<file path="config.mk">
export PLATFORM = sky130hd
export DESIGN_NAME = bridge_mc
export DESIGN_NICKNAME = d
export VERILOG_FILES = /design/src/rtl/bridge_mc.sv
export SDC_FILE = /design/constraint.sdc
export NUM_CORES = 1
export LEC_CHECK = 0
export ABC_AREA = 1
export CAP_MARGIN = 40
export CORE_ASPECT_RATIO = 0.5
export CORE_MARGIN = 1
export CORE_UTILIZATION = 35
export CTS_CLUSTER_SIZE = 20
export DETAILED_ROUTE_END_ITERATION = 7
export HOLD_SLACK_MARGIN = 0.1
export SLEW_MARGIN = 20
export SYNTH_ARGS = -nofsm -noshare
export SYNTH_HDL_FRONTEND = slang
export SYNTH_SLANG_ARGS = --single-unit
</file>
<file path="constraint.sdc">
create_clock -name clk -period 2.8 [get_ports clk]
set_input_delay 0.42 -clock clk [delete_from_list [all_inputs] [get_ports clk]]
set_output_delay 0.42 -clock clk [all_outputs]
set_load 0.01 [all_outputs]
</file>
<file path="src/rtl/bridge_mc.sv">
// bridge_mc: round-robin arbiter of N_CH single-beat clients onto one AXI4-Lite master port.
// One transaction is outstanding at a time; the response and error flag go back to the granted channel.
module bridge_mc #(
  parameter int unsigned N_CH   = 2,
  parameter int unsigned ADDR_W = 17,
  parameter int unsigned DATA_W = 64
) (
  input  logic                     clk,
  input  logic                     rst,
  input  logic [N_CH-1:0]          C_in_valid,
  input  logic [N_CH*ADDR_W-1:0]   C_addr,
  input  logic [N_CH*DATA_W-1:0]   C_data_w,
  input  logic [N_CH-1:0]          C_r_wb,
  output logic [N_CH-1:0]          C_busy,
  output logic [N_CH-1:0]          C_out_valid,
  output logic [DATA_W-1:0]        C_data_r,
  output logic                     C_err,
  output logic                     AR_VALID,
  output logic [ADDR_W-1:0]        AR_ADDR,
  input  logic                     AR_READY,
  input  logic                     R_VALID,
  input  logic [DATA_W-1:0]        R_DATA,
  input  logic [1:0]               R_RESP,
  output logic                     R_READY,
  output logic                     AW_VALID,
  output logic [ADDR_W-1:0]        AW_ADDR,
  input  logic                     AW_READY,
  output logic                     W_VALID,
  output logic [DATA_W-1:0]        W_DATA,
  input  logic                     W_READY,
  input  logic                     B_VALID,
  input  logic [1:0]               B_RESP,
  output logic                     B_READY
);

  localparam int unsigned CH_W = (N_CH > 1) ? $clog2(N_CH) : 1;

  typedef enum logic [2:0] {
    S_IDLE, S_RD_ADDR, S_RD_DATA, S_WR, S_WR_RESP, S_DONE
  } state_e;

  state_e                         state_q, state_d;
  logic [CH_W-1:0]                last_q, last_d;
  logic [CH_W-1:0]                gnt_q, gnt_d;
  logic [N_CH-1:0]                busy_q, busy_d;
  logic [N_CH-1:0]                rwb_q, rwb_d;
  logic [N_CH-1:0][ADDR_W-1:0]    addr_q, addr_d;
  logic [N_CH-1:0][DATA_W-1:0]    data_q, data_d;
  logic [N_CH-1:0]                out_valid_q, out_valid_d;
  logic [DATA_W-1:0]              data_r_q, data_r_d;
  logic                           err_q, err_d;
  logic                           ar_valid_q, ar_valid_d;
  logic [ADDR_W-1:0]              ar_addr_q, ar_addr_d;
  logic                           r_ready_q, r_ready_d;
  logic                           aw_valid_q, aw_valid_d;
  logic [ADDR_W-1:0]              aw_addr_q, aw_addr_d;
  logic                           w_valid_q, w_valid_d;
  logic [DATA_W-1:0]              w_data_q, w_data_d;
  logic                           b_ready_q, b_ready_d;

  logic                           sel_found;
  logic [CH_W-1:0]                sel;
  int unsigned                    scan_idx;

  // Round-robin scan of registered pending requests, starting after the last grant
  always_comb begin
    sel_found = 1'b0;
    sel       = last_q;
    scan_idx  = 0;
    for (int unsigned k = 1; k <= N_CH; k++) begin
      scan_idx = (32'(last_q) + k) % N_CH;
      if (!sel_found && busy_q[CH_W'(scan_idx)]) begin
        sel_found = 1'b1;
        sel       = CH_W'(scan_idx);
      end
    end
  end

  // Holding-register capture plus next-state and registered-output logic
  always_comb begin
    state_d     = state_q;
    last_d      = last_q;
    gnt_d       = gnt_q;
    busy_d      = busy_q;
    rwb_d       = rwb_q;
    addr_d      = addr_q;
    data_d      = data_q;
    out_valid_d = '0;
    data_r_d    = data_r_q;
    err_d       = err_q;
    ar_valid_d  = ar_valid_q;
    ar_addr_d   = ar_addr_q;
    r_ready_d   = r_ready_q;
    aw_valid_d  = aw_valid_q;
    aw_addr_d   = aw_addr_q;
    w_valid_d   = w_valid_q;
    w_data_d    = w_data_q;
    b_ready_d   = b_ready_q;

    for (int unsigned i = 0; i < N_CH; i++) begin
      if (C_in_valid[i] && !busy_q[i]) begin
        busy_d[i] = 1'b1;
        rwb_d[i]  = C_r_wb[i];
        addr_d[i] = C_addr[i*ADDR_W +: ADDR_W];
        data_d[i] = C_data_w[i*DATA_W +: DATA_W];
      end
    end

    case (state_q)
      S_IDLE: begin
        if (sel_found) begin
          gnt_d  = sel;
          last_d = sel;
          if (rwb_q[sel]) begin
            state_d    = S_RD_ADDR;
            ar_valid_d = 1'b1;
            ar_addr_d  = addr_q[sel];
          end else begin
            state_d    = S_WR;
            aw_valid_d = 1'b1;
            w_valid_d  = 1'b1;
            aw_addr_d  = addr_q[sel];
            w_data_d   = data_q[sel];
          end
        end
      end
      S_RD_ADDR: begin
        if (AR_READY) begin
          ar_valid_d = 1'b0;
          r_ready_d  = 1'b1;
          state_d    = S_RD_DATA;
        end
      end
      S_RD_DATA: begin
        if (R_VALID) begin
          r_ready_d          = 1'b0;
          data_r_d           = R_DATA;
          err_d              = |R_RESP;
          out_valid_d[gnt_q] = 1'b1;
          busy_d[gnt_q]      = 1'b0;
          state_d            = S_DONE;
        end
      end
      S_WR: begin
        aw_valid_d = aw_valid_q & ~AW_READY;
        w_valid_d  = w_valid_q & ~W_READY;
        if (!aw_valid_d && !w_valid_d) begin
          b_ready_d = 1'b1;
          state_d   = S_WR_RESP;
        end
      end
      S_WR_RESP: begin
        if (B_VALID) begin
          b_ready_d          = 1'b0;
          data_r_d           = '0;
          err_d              = |B_RESP;
          out_valid_d[gnt_q] = 1'b1;
          busy_d[gnt_q]      = 1'b0;
          state_d            = S_DONE;
        end
      end
      S_DONE:  state_d = S_IDLE;
      default: state_d = S_IDLE;
    endcase
  end

  // State and output registers with synchronous reset
  always_ff @(posedge clk) begin
    if (rst) begin
      state_q     <= S_IDLE;
      last_q      <= CH_W'(N_CH - 1);
      gnt_q       <= '0;
      busy_q      <= '0;
      rwb_q       <= '0;
      addr_q      <= '0;
      data_q      <= '0;
      out_valid_q <= '0;
      data_r_q    <= '0;
      err_q       <= 1'b0;
      ar_valid_q  <= 1'b0;
      ar_addr_q   <= '0;
      r_ready_q   <= 1'b0;
      aw_valid_q  <= 1'b0;
      aw_addr_q   <= '0;
      w_valid_q   <= 1'b0;
      w_data_q    <= '0;
      b_ready_q   <= 1'b0;
    end else begin
      state_q     <= state_d;
      last_q      <= last_d;
      gnt_q       <= gnt_d;
      busy_q      <= busy_d;
      rwb_q       <= rwb_d;
      addr_q      <= addr_d;
      data_q      <= data_d;
      out_valid_q <= out_valid_d;
      data_r_q    <= data_r_d;
      err_q       <= err_d;
      ar_valid_q  <= ar_valid_d;
      ar_addr_q   <= ar_addr_d;
      r_ready_q   <= r_ready_d;
      aw_valid_q  <= aw_valid_d;
      aw_addr_q   <= aw_addr_d;
      w_valid_q   <= w_valid_d;
      w_data_q    <= w_data_d;
      b_ready_q   <= b_ready_d;
    end
  end

  assign C_busy      = busy_q;
  assign C_out_valid = out_valid_q;
  assign C_data_r    = data_r_q;
  assign C_err       = err_q;
  assign AR_VALID    = ar_valid_q;
  assign AR_ADDR     = ar_addr_q;
  assign R_READY     = r_ready_q;
  assign AW_VALID    = aw_valid_q;
  assign AW_ADDR     = aw_addr_q;
  assign W_VALID     = w_valid_q;
  assign W_DATA      = w_data_q;
  assign B_READY     = b_ready_q;

endmodule
</file>
==> results.json <==
{
  "max_cap_violations": 0,
  "final-max-slew-violation-count": 0,
  "setup_violations": 0,
  "antenna_found_initial": 5,
  "crit_required_ps": 3220,
  "synth_fp_nets": 1989,
  "fp.dieW_um": 274,
  "drc_errors": 18,
  "period_share_pct": 76.9,
  "cts_resized": 0,
  "endpoint_kind": "flop",
  "area_delta_synth_final_pct": 43.4,
  "ff2ff_setup_slack_ps": 650,
  "port_buffers": 412,
  "violations": "design-rule violations",
  "hpwlAfterDp_mm": 28.5,
  "routedWlPerCell_um": 15.9,
  "synth.distinct_cells": 26,
  "finClkSkew_ps": 17.1,
  "powerDensity_nw_per_um2": 951,
  "synth_cells": 1748,
  "synth-seq-cells": 341,
  "layout.nets": 2336,
  "clk_latency_ps": 520,
  "leakage_nw": 7.13,
  "num-fill-cells": 3539,
  "drtPass1Iterations": 8,
  "die_h_um": 138,
  "worst_pin_slew_ps": 821,
  "hp-start": "rst",
  "htreeDepth": 2,
  "r2r_end": "W_DATA[19]",
  "grt_max_degree": 86,
  "layout_min_cycle_time_ps": 2150,
  "rsz0062_at_grt": "false",
  "clockBufferDepth": 3,
  "postCtsSetupBuffers": 0,
  "grt_usage_pct": 21.1,
  "synth_area_per_cell_um2": 7.42,
  "grt_pass1_wl_mm": 63.2,
  "grt_pass1_vias": 11100,
  "path_max_fanout": 38,
  "regArea_um2": 6830,
  "cts_num_sinks": 341,
  "numCtsBuffers": 34,
  "initial_core_util_pct": 35.8,
  "routed_wl_mm": 41.4,
  "whs_path_depth": 4,
  "worstHoldPathType": "in -> reg",
  "peakVddDrop_mv": 0.608,
  "rows": 49,
  "ios": 413,
  "r2r-start": "C_busy[0]",
  "yosys_warnings": 0,
  "coreArea_um2": 36200,
  "gp_congestion": 0.827,
  "yosysSeqAreaShare_pct": 52.6,
  "outcome": "complete, but fails checks",
  "via_per_inst": 4.67,
  "critPathArrivalTime_ps": 2570,
  "clk_root_buffer_cell": "clkbuf_16",
  "max_slew_margin_pct": 45.3,
  "drt-initial-drc-count": 691,
  "hold_violations": 0,
  "cp-start-kind": "flop",
  "multi_input_area_um2": 5230,
  "worst-setup-path-type": "reg -> reg",
  "vias": 12200,
  "ant_nets": 0,
  "max_clock_freq_ghz": 0.464,
  "layout-drive-gt1-share_pct": 5.33,
  "gr-total-overflow": 0,
  "dieArea_um2": 37900,
  "fin_util_pct": 51.4,
  "fin_tns_setup_ps": 0,
  "path_clk_slew_ps": 70,
  "mappedNetlistArea_um2": 13000,
  "min_to": "AW_ADDR[0]",
  "cts_tree": "built",
  "ctsHoldBuffers": 0,
  "worstRegToRegCells": 8
}
metrics by stage:
| stage | power (mW) | hold slack (ps) | std cells | worst slack (ps) | instance area, um2 |
|---|---|---|---|---|---|
| 2_1_floorplan | 10.1 | 425 | 1748 | 1260 | 13000 |
| 3_3_place_gp | 13.0 | 432 | 2543 | 659 | 17400 |
| 3_5_place_dp | 13.0 | 438 | 2543 | 629 | 17400 |
| 4_1_cts | 17.9 | 420 | 2603 | 634 | 18600 |
| 5_1_grt | 18.8 | 464 | 2608 | 367 | 18600 |
| 6_report | 17.7 | 416 | 2608 | 646 | 18600 |
sequential cells by signal (all words and copies together), names as in the netlist, 3 cells and up:
| name | count |
|---|---|
| addr_q | 34 |
| C_data_r | 64 |
| W_DATA | 64 |
| state_q | 3 |
| AR_ADDR | 17 |
| AW_ADDR | 17 |
| data_q | 128 |
cell usage after synthesis:
cell type  count  area (um2)
clkinv_1       2        7.51
o211ai_1       1        7.51
o21a_1         2        15.0
inv_1         83         312
a21oi_1      141         706
or2_2         14        87.6
inv_2          4        15.0
nor3_1         1        5.00
nand2_2        1        6.26
o21ai_0      316        1580
nor2_2         1        6.26
nor2_1       402        1510
buf_2         17        85.1
nand2_1      230         863
buf_1         11        41.3
nand3b_1       1        7.51
dfxtp_1      341        6830
buf_6         10         113
o31ai_1        1        7.51
clkbuf_1      84         315
o21ai_2        1        8.76
a31oi_1        1        6.26
a21oi_4        1        16.3
nand3_1       74         370
buf_4          7        52.6
and2_1         1        6.26
worst max-delay path, cell delays in order (launching register included):
cell and delay (ps):
dfxtp_1 370, nand2_1 130, nand2_4 340, nand2_1 210, nand2_1 160, nand2_2 290
buf_4 300, o21ai_0 180, nor2_1 60
layout by cell type (no fill, tap or decap), types with 7 or more instances in the layout:
cell type / count
clkdlybuf4s50_1: 411
nor2_1: 402
dfxtp_1: 341
o21ai_0: 316
nand2_1: 226
a21oi_1: 141
inv_1: 82
nand3_1: 74
clkbuf_16: 35
buf_4: 21
or2_2: 14
clkbuf_8: 12
buf_12: 7
how the worst max path moves through the flow:
stage                        startpoint     endpoint  slack [ps]  cells after the start
final                         C_busy[0]   W_DATA[19]         650                      8
after global routing          C_busy[0]   W_DATA[16]         370                      8
after CTS                     C_busy[0]   W_DATA[44]         630                      8
after detailed placement  C_in_valid[1]   data_q[73]         630                      7
after global placement    C_in_valid[1]   data_q[65]         660                      7
after floorplan               C_busy[1]  AR_ADDR[10]        1260                     10
metal layers:
layer / part of all wire (%) / track usage (%) / vias up
li1: - / - / 6329
met2: 49 / 36.7 / 237
met1: 43 / 26.2 / 5531
met5: 0 / 0 / -
met4: 3.1 / 7.57 / 0
met3: 4.5 / 3.67 / 74
cells by family after synthesis:
logic type / after synthesis / synth area share [%]
DFF: 341 / 52.6
AOI/OAI and AO/OA: 464 / 18.1
and+or+nand+nor: 725 / 22.0
buffers and inverters: 218 / 7.25
power by group:
| group | switching [mW] | total [mW] | internal [mW] |
|---|---|---|---|
| sequential | 0.555 | 6.51 | 5.95 |
| clock | 1.94 | 4.83 | 2.89 |
| combinational | 3.54 | 6.36 | 2.82 |
area by class of cell:
| class | instances | area share [%] |
|---|---|---|
| inverter | 89 | 1.84 |
| timing repair buffer | 440 | 23.7 |
| clock buffer | 52 | 5.69 |
| sequential | 341 | 36.7 |
| clock inverter | 8 | 0.666 |
| multi-input combinational | 1189 | 28.1 |
| antenna | 5 | 0.0672 |
| tap | 484 | 3.25 |
Note: power is estimated with default switching activity, not from simulation.
